File: src/rtl/loader_pkg.sv
// Shared types for the UART program loader: FSM states, length width and byte/word types.
package loader_pkg;

  localparam int unsigned LEN_W = 16;

  typedef logic [7:0]       byte_t;
  typedef logic [15:0]      word_t;
  typedef logic [LEN_W-1:0] len_t;

  typedef enum logic [2:0] {
    IDLE   = 3'd0,
    LEN_LO = 3'd1,
    W_HI   = 3'd2,
    W_LO   = 3'd3,
    CSUM   = 3'd4,
    FINISH = 3'd5
  } state_t;

endpackage

File: src/rtl/loader_timeout.sv
// Inter-byte watchdog: counts enabled clocks since the last clear and flags when TIMEOUT_CLKS-1 is reached.
module loader_timeout #(
  parameter int unsigned TIMEOUT_CLKS = 1_000_000,
  localparam int unsigned CW = (TIMEOUT_CLKS > 1) ? $clog2(TIMEOUT_CLKS) : 1
) (
  input  logic clk,
  input  logic rst,
  input  logic clear,
  input  logic enable,
  output logic expired
);

  localparam logic [CW-1:0] LAST = CW'(TIMEOUT_CLKS - 1);

  logic [CW-1:0] cnt;
  logic          at_last;

  assign at_last = (cnt == LAST);
  // A clear on the expiry clock wins, so a byte arriving just in time is never lost.
  assign expired = enable & ~clear & at_last;

  always_ff @(posedge clk or posedge rst) begin
    if (rst) begin
      cnt <= '0;
    end else if (clear) begin
      cnt <= '0;
    end else if (enable && !at_last) begin
      cnt <= cnt + CW'(1);
    end
  end

endmodule

File: src/rtl/uart_loader.sv
// Assembles UART bytes into a length-prefixed frame of 16-bit words written to instruction memory.
// Optional trailing XOR checksum byte is enabled by defining LOADER_CHECKSUM_EN.
module uart_loader
  import loader_pkg::*;
#(
  parameter int unsigned        ADDR_W       = 16,
  parameter logic [ADDR_W-1:0]  BASE_ADDR    = '0,
  parameter int unsigned        TIMEOUT_CLKS = 1_000_000
) (
  input  logic              clk,
  input  logic              rst,
  input  logic [7:0]        rx_data,
  input  logic              rx_ready,
  output logic [ADDR_W-1:0] mem_addr,
  output logic [15:0]       mem_wdata,
  output logic              mem_we,
  output logic              busy,
  output logic              done,
  output logic              err,
  output state_t            dbg_state
);

`ifdef LOADER_CHECKSUM_EN
  localparam state_t AFTER_DATA = CSUM;
`else
  localparam state_t AFTER_DATA = FINISH;
`endif

  state_t state, state_d;
  logic   rdy_q;
  logic   stb;
  len_t   len;
  len_t   idx;
  byte_t  hi;
  byte_t  csum;
  logic   last_word;
  logic   tmo_clear;
  logic   tmo_en;
  logic   tmo_expired;

  // Receiver handshake: rx_data is valid while rx_ready is high; each rising edge
  // of rx_ready is exactly one byte. There is no back-pressure toward the receiver.
  assign stb       = rx_ready & ~rdy_q;
  assign last_word = ({1'b0, idx} + 17'd1) >= {1'b0, len};
  assign tmo_clear = stb | (state == IDLE);
  assign tmo_en    = (state != IDLE) && (state != FINISH);
  assign done      = (state == FINISH);
  assign dbg_state = state;

  loader_timeout #(
    .TIMEOUT_CLKS (TIMEOUT_CLKS)
  ) u_timeout (
    .clk     (clk),
    .rst     (rst),
    .clear   (tmo_clear),
    .enable  (tmo_en),
    .expired (tmo_expired)
  );

  always_ff @(posedge clk or posedge rst) begin
    if (rst) begin
      state <= IDLE;
    end else begin
      state <= state_d;
    end
  end

  always_comb begin
    state_d = state;
    case (state)
      IDLE:   if (stb) state_d = LEN_LO;
      LEN_LO: if (stb) state_d = ({len[15:8], rx_data} != '0) ? W_HI : AFTER_DATA;
      W_HI:   if (stb) state_d = W_LO;
      W_LO:   if (stb) state_d = last_word ? AFTER_DATA : W_HI;
      CSUM:   if (stb) state_d = FINISH;
      FINISH: state_d = IDLE;
      default: state_d = IDLE;
    endcase
    if (tmo_expired) begin
      state_d = IDLE;
    end
  end

  always_ff @(posedge clk or posedge rst) begin
    if (rst) begin
      rdy_q     <= 1'b1;
      len       <= '0;
      idx       <= '0;
      hi        <= '0;
      csum      <= '0;
      err       <= 1'b0;
      busy      <= 1'b0;
      mem_we    <= 1'b0;
      mem_addr  <= '0;
      mem_wdata <= '0;
    end else begin
      rdy_q  <= rx_ready;
      mem_we <= 1'b0;
      if (stb) begin
        case (state)
          IDLE: begin
            len[15:8] <= rx_data;
            err       <= 1'b0;
            busy      <= 1'b1;
            idx       <= '0;
            csum      <= rx_data;
          end
          LEN_LO: begin
            len[7:0] <= rx_data;
            csum     <= csum ^ rx_data;
          end
          W_HI: begin
            hi   <= rx_data;
            csum <= csum ^ rx_data;
          end
          W_LO: begin
            mem_we    <= 1'b1;
            mem_addr  <= BASE_ADDR + ADDR_W'(idx);
            mem_wdata <= {hi, rx_data};
            idx       <= idx + 16'd1;
            csum      <= csum ^ rx_data;
          end
          CSUM: begin
            if (rx_data != csum) err <= 1'b1;
          end
          default: ;
        endcase
      end
      if (state == FINISH) begin
        busy <= 1'b0;
      end
      if (tmo_expired) begin
        err  <= 1'b1;
        busy <= 1'b0;
      end
    end
  end

endmodule

File: config.mk
export PLATFORM = sky130hd
export DESIGN_NAME = uart_loader
export DESIGN_NICKNAME = d
export VERILOG_FILES = /design/src/rtl/loader_pkg.sv /design/src/rtl/loader_timeout.sv /design/src/rtl/uart_loader.sv
export SDC_FILE = /design/constraint.sdc
export NUM_CORES = 1
export LEC_CHECK = 0
export BUFFER_PORTS_ARGS = -buffer_cell sky130_fd_sc_hd__buf_4
export CORE_ASPECT_RATIO = 0.8
export CORE_UTILIZATION = 48
export CTS_CLUSTER_DIAMETER = 200
export DETAILED_ROUTE_END_ITERATION = 12
export PLACE_DENSITY = 0.65
export SETUP_SLACK_MARGIN = 0.3
export SLEW_MARGIN = 0
export SYNTH_ARGS = -nofsm -noshare
export SYNTH_HDL_FRONTEND = slang
export SYNTH_SLANG_ARGS = --single-unit
File: constraint.sdc
create_clock -name clk -period 3.1 [get_ports clk]
set_input_delay 0.465 -clock clk [delete_from_list [all_inputs] [get_ports clk]]
set_output_delay 0.465 -clock clk [all_outputs]
set_load 0.02 [all_outputs]
== Yosys cells after proc, flatten, opt, wreduce, memory -nomap -nowiden ==
Cells that the tools add are included.

* Bits in registers: 107
* Bits of input ports: 11
* Output and inout port bits: 39

* Add/subtract/negate cells: 3
* $lt $le $gt $ge: 1
* Equal/unequal tests: 14
* Mux-type cells: 23
* Bitwise gates (word level): 7
* Reductions and logical operators: 23

{| class="wikitable"
|+ Operators with widths
! kind !! number
|-
| 20-bit 2-to-1 mux || 2
|-
| 16-bit case mux with 2 select lines || 1
|-
| 3-bit 2-to-1 mux || 8
|-
| 3-bit != test, second input constant || 7
|-
| 20-bit by 1-bit adder with 20-bit output, second input constant || 1
|-
| 20-bit == test, second input constant || 1
|-
| 16-bit by 1-bit adder with 17-bit output, second input constant || 1
|-
| 17-bit by 16-bit greater-or-equal comparator with 1-bit output || 1
|-
| 16-bit by 1-bit adder with 16-bit output, second input constant || 1
|-
| 8-bit case mux with 2 select lines || 1
|-
| 16-bit nonzero test || 1
|-
| 3-bit case mux with 5 select lines || 1
|-
| 2-bit AND reduction || 7
|-
| 3-bit nonzero test || 4
|-
| 1-bit 2-to-1 mux || 9
|-
| 8-bit != test || 1
|-
| 2-bit nonzero test || 4
|-
| 8-bit bitwise XOR || 1
|-
| 3-bit by 2-bit == test with 1-bit output, second input constant || 2
|-
| 3-bit == test, second input constant || 2
|-
| 5-bit AND reduction || 1
|-
| 1-bit AND || 3
|-
| 3-bit by 1-bit == test with 1-bit output, second input constant || 1
|-
| 3-bit zero test || 1
|-
| other kinds (7) || 9
|}

== Logic depth before layout (Yosys ltp) ==
* Word-level depth: 8
* Depth in mapped cells: 11
* Mapped depth without buffers: 11

== Modules after synthesis ==
From an unflattened synthesis, not the netlist that was laid out.

* Cells, all modules: 582
* Area total of the unflattened synthesis: 5585.4 sq um

{| class="wikitable"
|+ Modules (own cells, without submodules)
! module !! instances !! cells each !! area an instance (sq um) !! seq. area each (sq um)
|-
| uart_loader || 1 || 458 || 4403.0 || 2178.3
|-
| loader_timeout || 1 || 124 || 1182.4 || 500.5
|}

== Least setup slack after synthesis ==
Ideal clock, no wire load.

* Path kind: register to register
* Start: register idx[0]
* End: register state[1], in the netlist dbg_state[1]
* Library setup time: 65 ps
* Arrival time: 2874 ps
* Slack: 162 ps
* Cell stages (with the launch flop): 12
* Buffers on the path: 0
* Clock period less this slack: 2938 ps
* Cell sequence: dfrtp_1 ha_1 nand4_1 nor4_2 nand3_1 xnor2_1 ha_1 a21o_1 a21o_1 a211o_1 a211oi_1 a31o_2

* Longest elaborated chain between the ends: 6

{| class="wikitable"
|+ RTL lines
! what !! line !! text
|-
| from (decl) || uart_loader.sv:33 || <nowiki>len_t idx;</nowiki>
|-
| from (signal assigned) || uart_loader.sv:120 || <nowiki>idx <= idx + 16'd1;</nowiki>
|-
| 16-bit by 1-bit adder with 17-bit output || uart_loader.sv:44 || <nowiki>assign last_word = ({1'b0, idx} + 17'd1) >= {1'b0, len};</nowiki>
|-
| 17-bit by 16-bit greater-or-equal comparator with 1-bit output || uart_loader.sv:44 ||
|-
| 3-bit 2-to-1 mux (2 in a row) || uart_loader.sv:74 || <nowiki>W_LO: if (stb) state_d = last_word ? AFTER_DATA : W_HI;</nowiki>
|-
| 3-bit case mux with 5 select lines || uart_loader.sv:70 || <nowiki>case (state)</nowiki>
|-
| 3-bit 2-to-1 mux || uart_loader.sv:79 || <nowiki>if (tmo_expired) begin</nowiki>
|-
| to (signal assigned) || uart_loader.sv:64 || <nowiki>state <= state_d;</nowiki>
|-
| to (decl) || uart_loader.sv:29 || <nowiki>state_t state, state_d;</nowiki>
|}

No other way between the ends. The select of a mux whose other input is x is not followed.
A chain may end at the register's enable or synchronous reset.

== Worst setup path after layout ==
* Start: register idx[1]
* End: register state[1], in the netlist dbg_state[1]

Same word-level chain as after synthesis.

==> impl_results.md <==
* Final Skew at 0.008794 ns
* Synth Register Bits at 107
* H-tree levels at 3
* Worst R2R Start: idx[1]$_DFFE_PP0P_
* Total power at 4.939 mW
* Max VDD drop at 0.3322 mV
* Commonest non-fill, non-tap cells in the layout: nand2_1, dfrtp_1, buf_4
* Commonest non-fill, non-tap cell in the layout: nand2_1
* Routed vias/inst at 5.555
* GPL Wtd Cong at 0.8340
* P per Cell Area at 764.4 nW/um^2
* Clk_lat worst skew at 0.35 ns
* RSZ-0062 raised after global routing: true
* Ys flop type: dfrtp_1
* Post-synth ARST share at 1.000
* Leak Pwr at 3.080 nW
* Distinct cells, synth at 49
* GRT Total Usage at 0.2227
* Seq/Total Area, Yosys at 0.4959
* CP max stage delay at 0.41 ns
* Num ports at 50
* Final hold vios at 0
* Antenna diode count at 0
* Fillers at 921
* Syn Std Cell Area at 5401 um^2
* Area of the multi-input gates at 2603 um^2
* First-pass GRT wire length at 20.73 mm
* Total grt overflow at 0
* Avg Inst Size Synth at 9.017 um^2
* Maximum clock path buffer count at 2
* Least-Margin Pin Slew at 0.8799 ns
* Max_slew headroom at 0.4112
* Largest net degree at the start of global routing at 108
* Drt drc at 0
* Die Ht at 96.88 um
* Fin crit share at 0.9087
* Startpoint Class: register
* TritonRoute pass-1 iters at 4
* HP Start: rx_ready
* # rows at 34
* Hold Path Class: in -> reg
* CTS tree: yes
* Largest delay share family, worst path: simple AND/OR/NAND/NOR gates
* Reg clk slew, reported paths at 0.07 ns
* Root Buffer: clkbuf_16
* WP data required at 3.34 ns
* Critical path type: reg -> reg
* Initial Utilization at 0.4940
* Clk sinks at 107
* Area of the core at 10930 um^2
* Hpwl dp at 8.103 mm
* Vias in the first global route at 4180
* Slowest-stage cell, CP: dfrtp_1
* Setup_tns at 0 ns
* Drt wl/cell at 15.54 um
* ANT nets after route at 0
* Cells after DPL at 768
* Worst Setup SP: idx[1]$_DFFE_PP0P_
* CP max FO at 4
* Post-synth EDFFs at 0
* Bufs and invs on worst path at 2
* Post-route insts no fill at 796
* Nets at 676
* Critical Path AT at 3.06 ns
* Synthesis Warnings at 0
* Antenna violations before repair at 0
* Synth Net Count at 628
* Synth Instances at 599
* Vias at 4422
* Cts hold-fix bufs at 0
* Full die area at 11680 um^2
* F_max at 0.3550 GHz
* Crit. End Element: register
* Worst-path cell chain: nand4_1, buf_4, nor4_4, buf_4, xor2_2, ha_1, nand4_1, nor4_2, a211o_1, a211oi_4, a31o_2
* Die Wd at 120.6 um
* Routed wire length at 12.37 mm
* CTS Buf Count at 9
* Register area at 2685 um^2
* Iter 0 DRT Violations at 333
* Port Buf Inserts at 49
* Area grow syn2layout at 19.62%
* Layout cell share with drive strength beyond 1 at 0.1979
* Outcome: completed
* Min cycle time layout at 2.817 ns
* Slew Limit Fails at 0
* Setup Viol. Count Final at 0
* Max Cap Violations at 0
cells by family (layout without fill, tap and decap cells):
family	after synthesis	after routing	synth area share
AO/OA/AOI/OAI	116	116	0.1272
adder cells (fa/ha/maj)	18	18	0.04170
buffers and inverters	61	114	0.04424
XOR/XNOR	30	30	0.04865
multiplexers	9	9	0.01876
flip-flops	107	107	0.4959
AND/OR/NAND/NOR	258	258	0.2235
registers in the layout (all words and copies together), names as in the netlist, 3 cells and up:
name / count
u_timeout.cnt: 20
idx: 16
len: 16
mem_addr: 16
mem_wdata: 16
csum: 8
hi: 8
dbg_state: 3
timing repair:
action                     in CTS  in global routing
buffers inserted                4                  8
setup endpoints to repair       3                  3
pin swaps                       3                  4
resized for setup               6                 19
final timing paths:
| check | depth (start not counted) | slack, ns | endpoint |
|---|---|---|---|
| max in group asynchronous | 3 | 2.36 | idx[0]$_DFFE_PP0P_ |
| min in group asynchronous | 3 | 0.26 | u_timeout.cnt[0]$_DFFE_PP0P_ |
| setup reg to reg | 11 | 0.28 | dbg_state[1]$_DFFE_PP0P_ |
| hold reg to reg | 2 | 0.46 | mem_wdata[14]$_DFFE_PP0P_ |
| setup / recovery | 11 | 0.28 | dbg_state[1]$_DFFE_PP0P_ |
| hold / removal | 1 | 0.25 | rdy_q$_DFF_PP1_ |
metrics by stage:
stage | utilization | setup WS (ns) | hold WS (ns) | area (um^2)
2_1_floorplan | - | 0.3327 | 0.4331 | 5414
3_3_place_gp | 0.5412 | 0.1504 | 0.4418 | 5917
3_5_place_dp | 0.5412 | 0.002150 | 0.4503 | 5917
4_1_cts | 0.5772 | 0.3052 | 0.2409 | 6311
5_1_grt | 0.5910 | 0.1726 | 0.2418 | 6461
6_report | 0.5910 | 0.2832 | 0.2502 | 6461
per-layer routing:
metal,part of all wire,wire (um),GRT usage,vias to the layer above
li1,-,-,-,2150
met1,0.49,6053,0.3243,2181
met2,0.46,5710,0.3431,77
met3,0.038,467,0.04599,14
met4,0.011,136,0.04748,0
met5,0,0,0,-
cell usage after synthesis (2+ instances only):
cell	number	area (um^2)
a211oi_1	3	22.52
a21o_1	5	37.54
a21oi_1	33	165.2
a311oi_1	8	70.07
and2_1	2	12.51
and3_1	4	25.02
and4_1	4	35.03
buf_2	8	40.04
clkbuf_1	26	97.59
dfrtp_1	106	2653
ha_1	18	225.2
inv_1	27	101.4
mux2_2	9	101.4
nand2_1	136	510.5
nand3_1	21	105.1
nand3b_1	2	15.01
nand4_1	9	56.30
nor2_1	32	120.1
nor2b_1	2	12.51
nor3_1	11	55.05
nor3b_1	2	15.01
nor4_1	9	56.30
nor4_2	2	25.02
nor4bb_1	3	30.03
o21ai_0	46	230.2
o21ai_1	2	10.01
o22ai_1	3	18.77
o31ai_1	8	60.06
or2_2	2	12.51
or3_1	7	43.79
or4_1	3	22.52
xnor2_1	15	131.4
xor2_1	15	131.4
cell type report:
cell class / instances / share of cell area
flip-flops and latches: 107 / 0.4156
clock buffers: 11 / 0.03757
inverters: 27 / 0.01627
multi-input cells: 431 / 0.4028
repair buffers: 71 / 0.08443
well taps: 144 / 0.02789
clock inverters: 5 / 0.01549
power by group:
part           total, mW  internal [mW]  switching, mW
Clock               1.31          0.810          0.503
Combinational       1.59          0.645          0.942
Sequential          2.04           1.77          0.273
No activity file was read; power rests on OpenSTA's default activity.
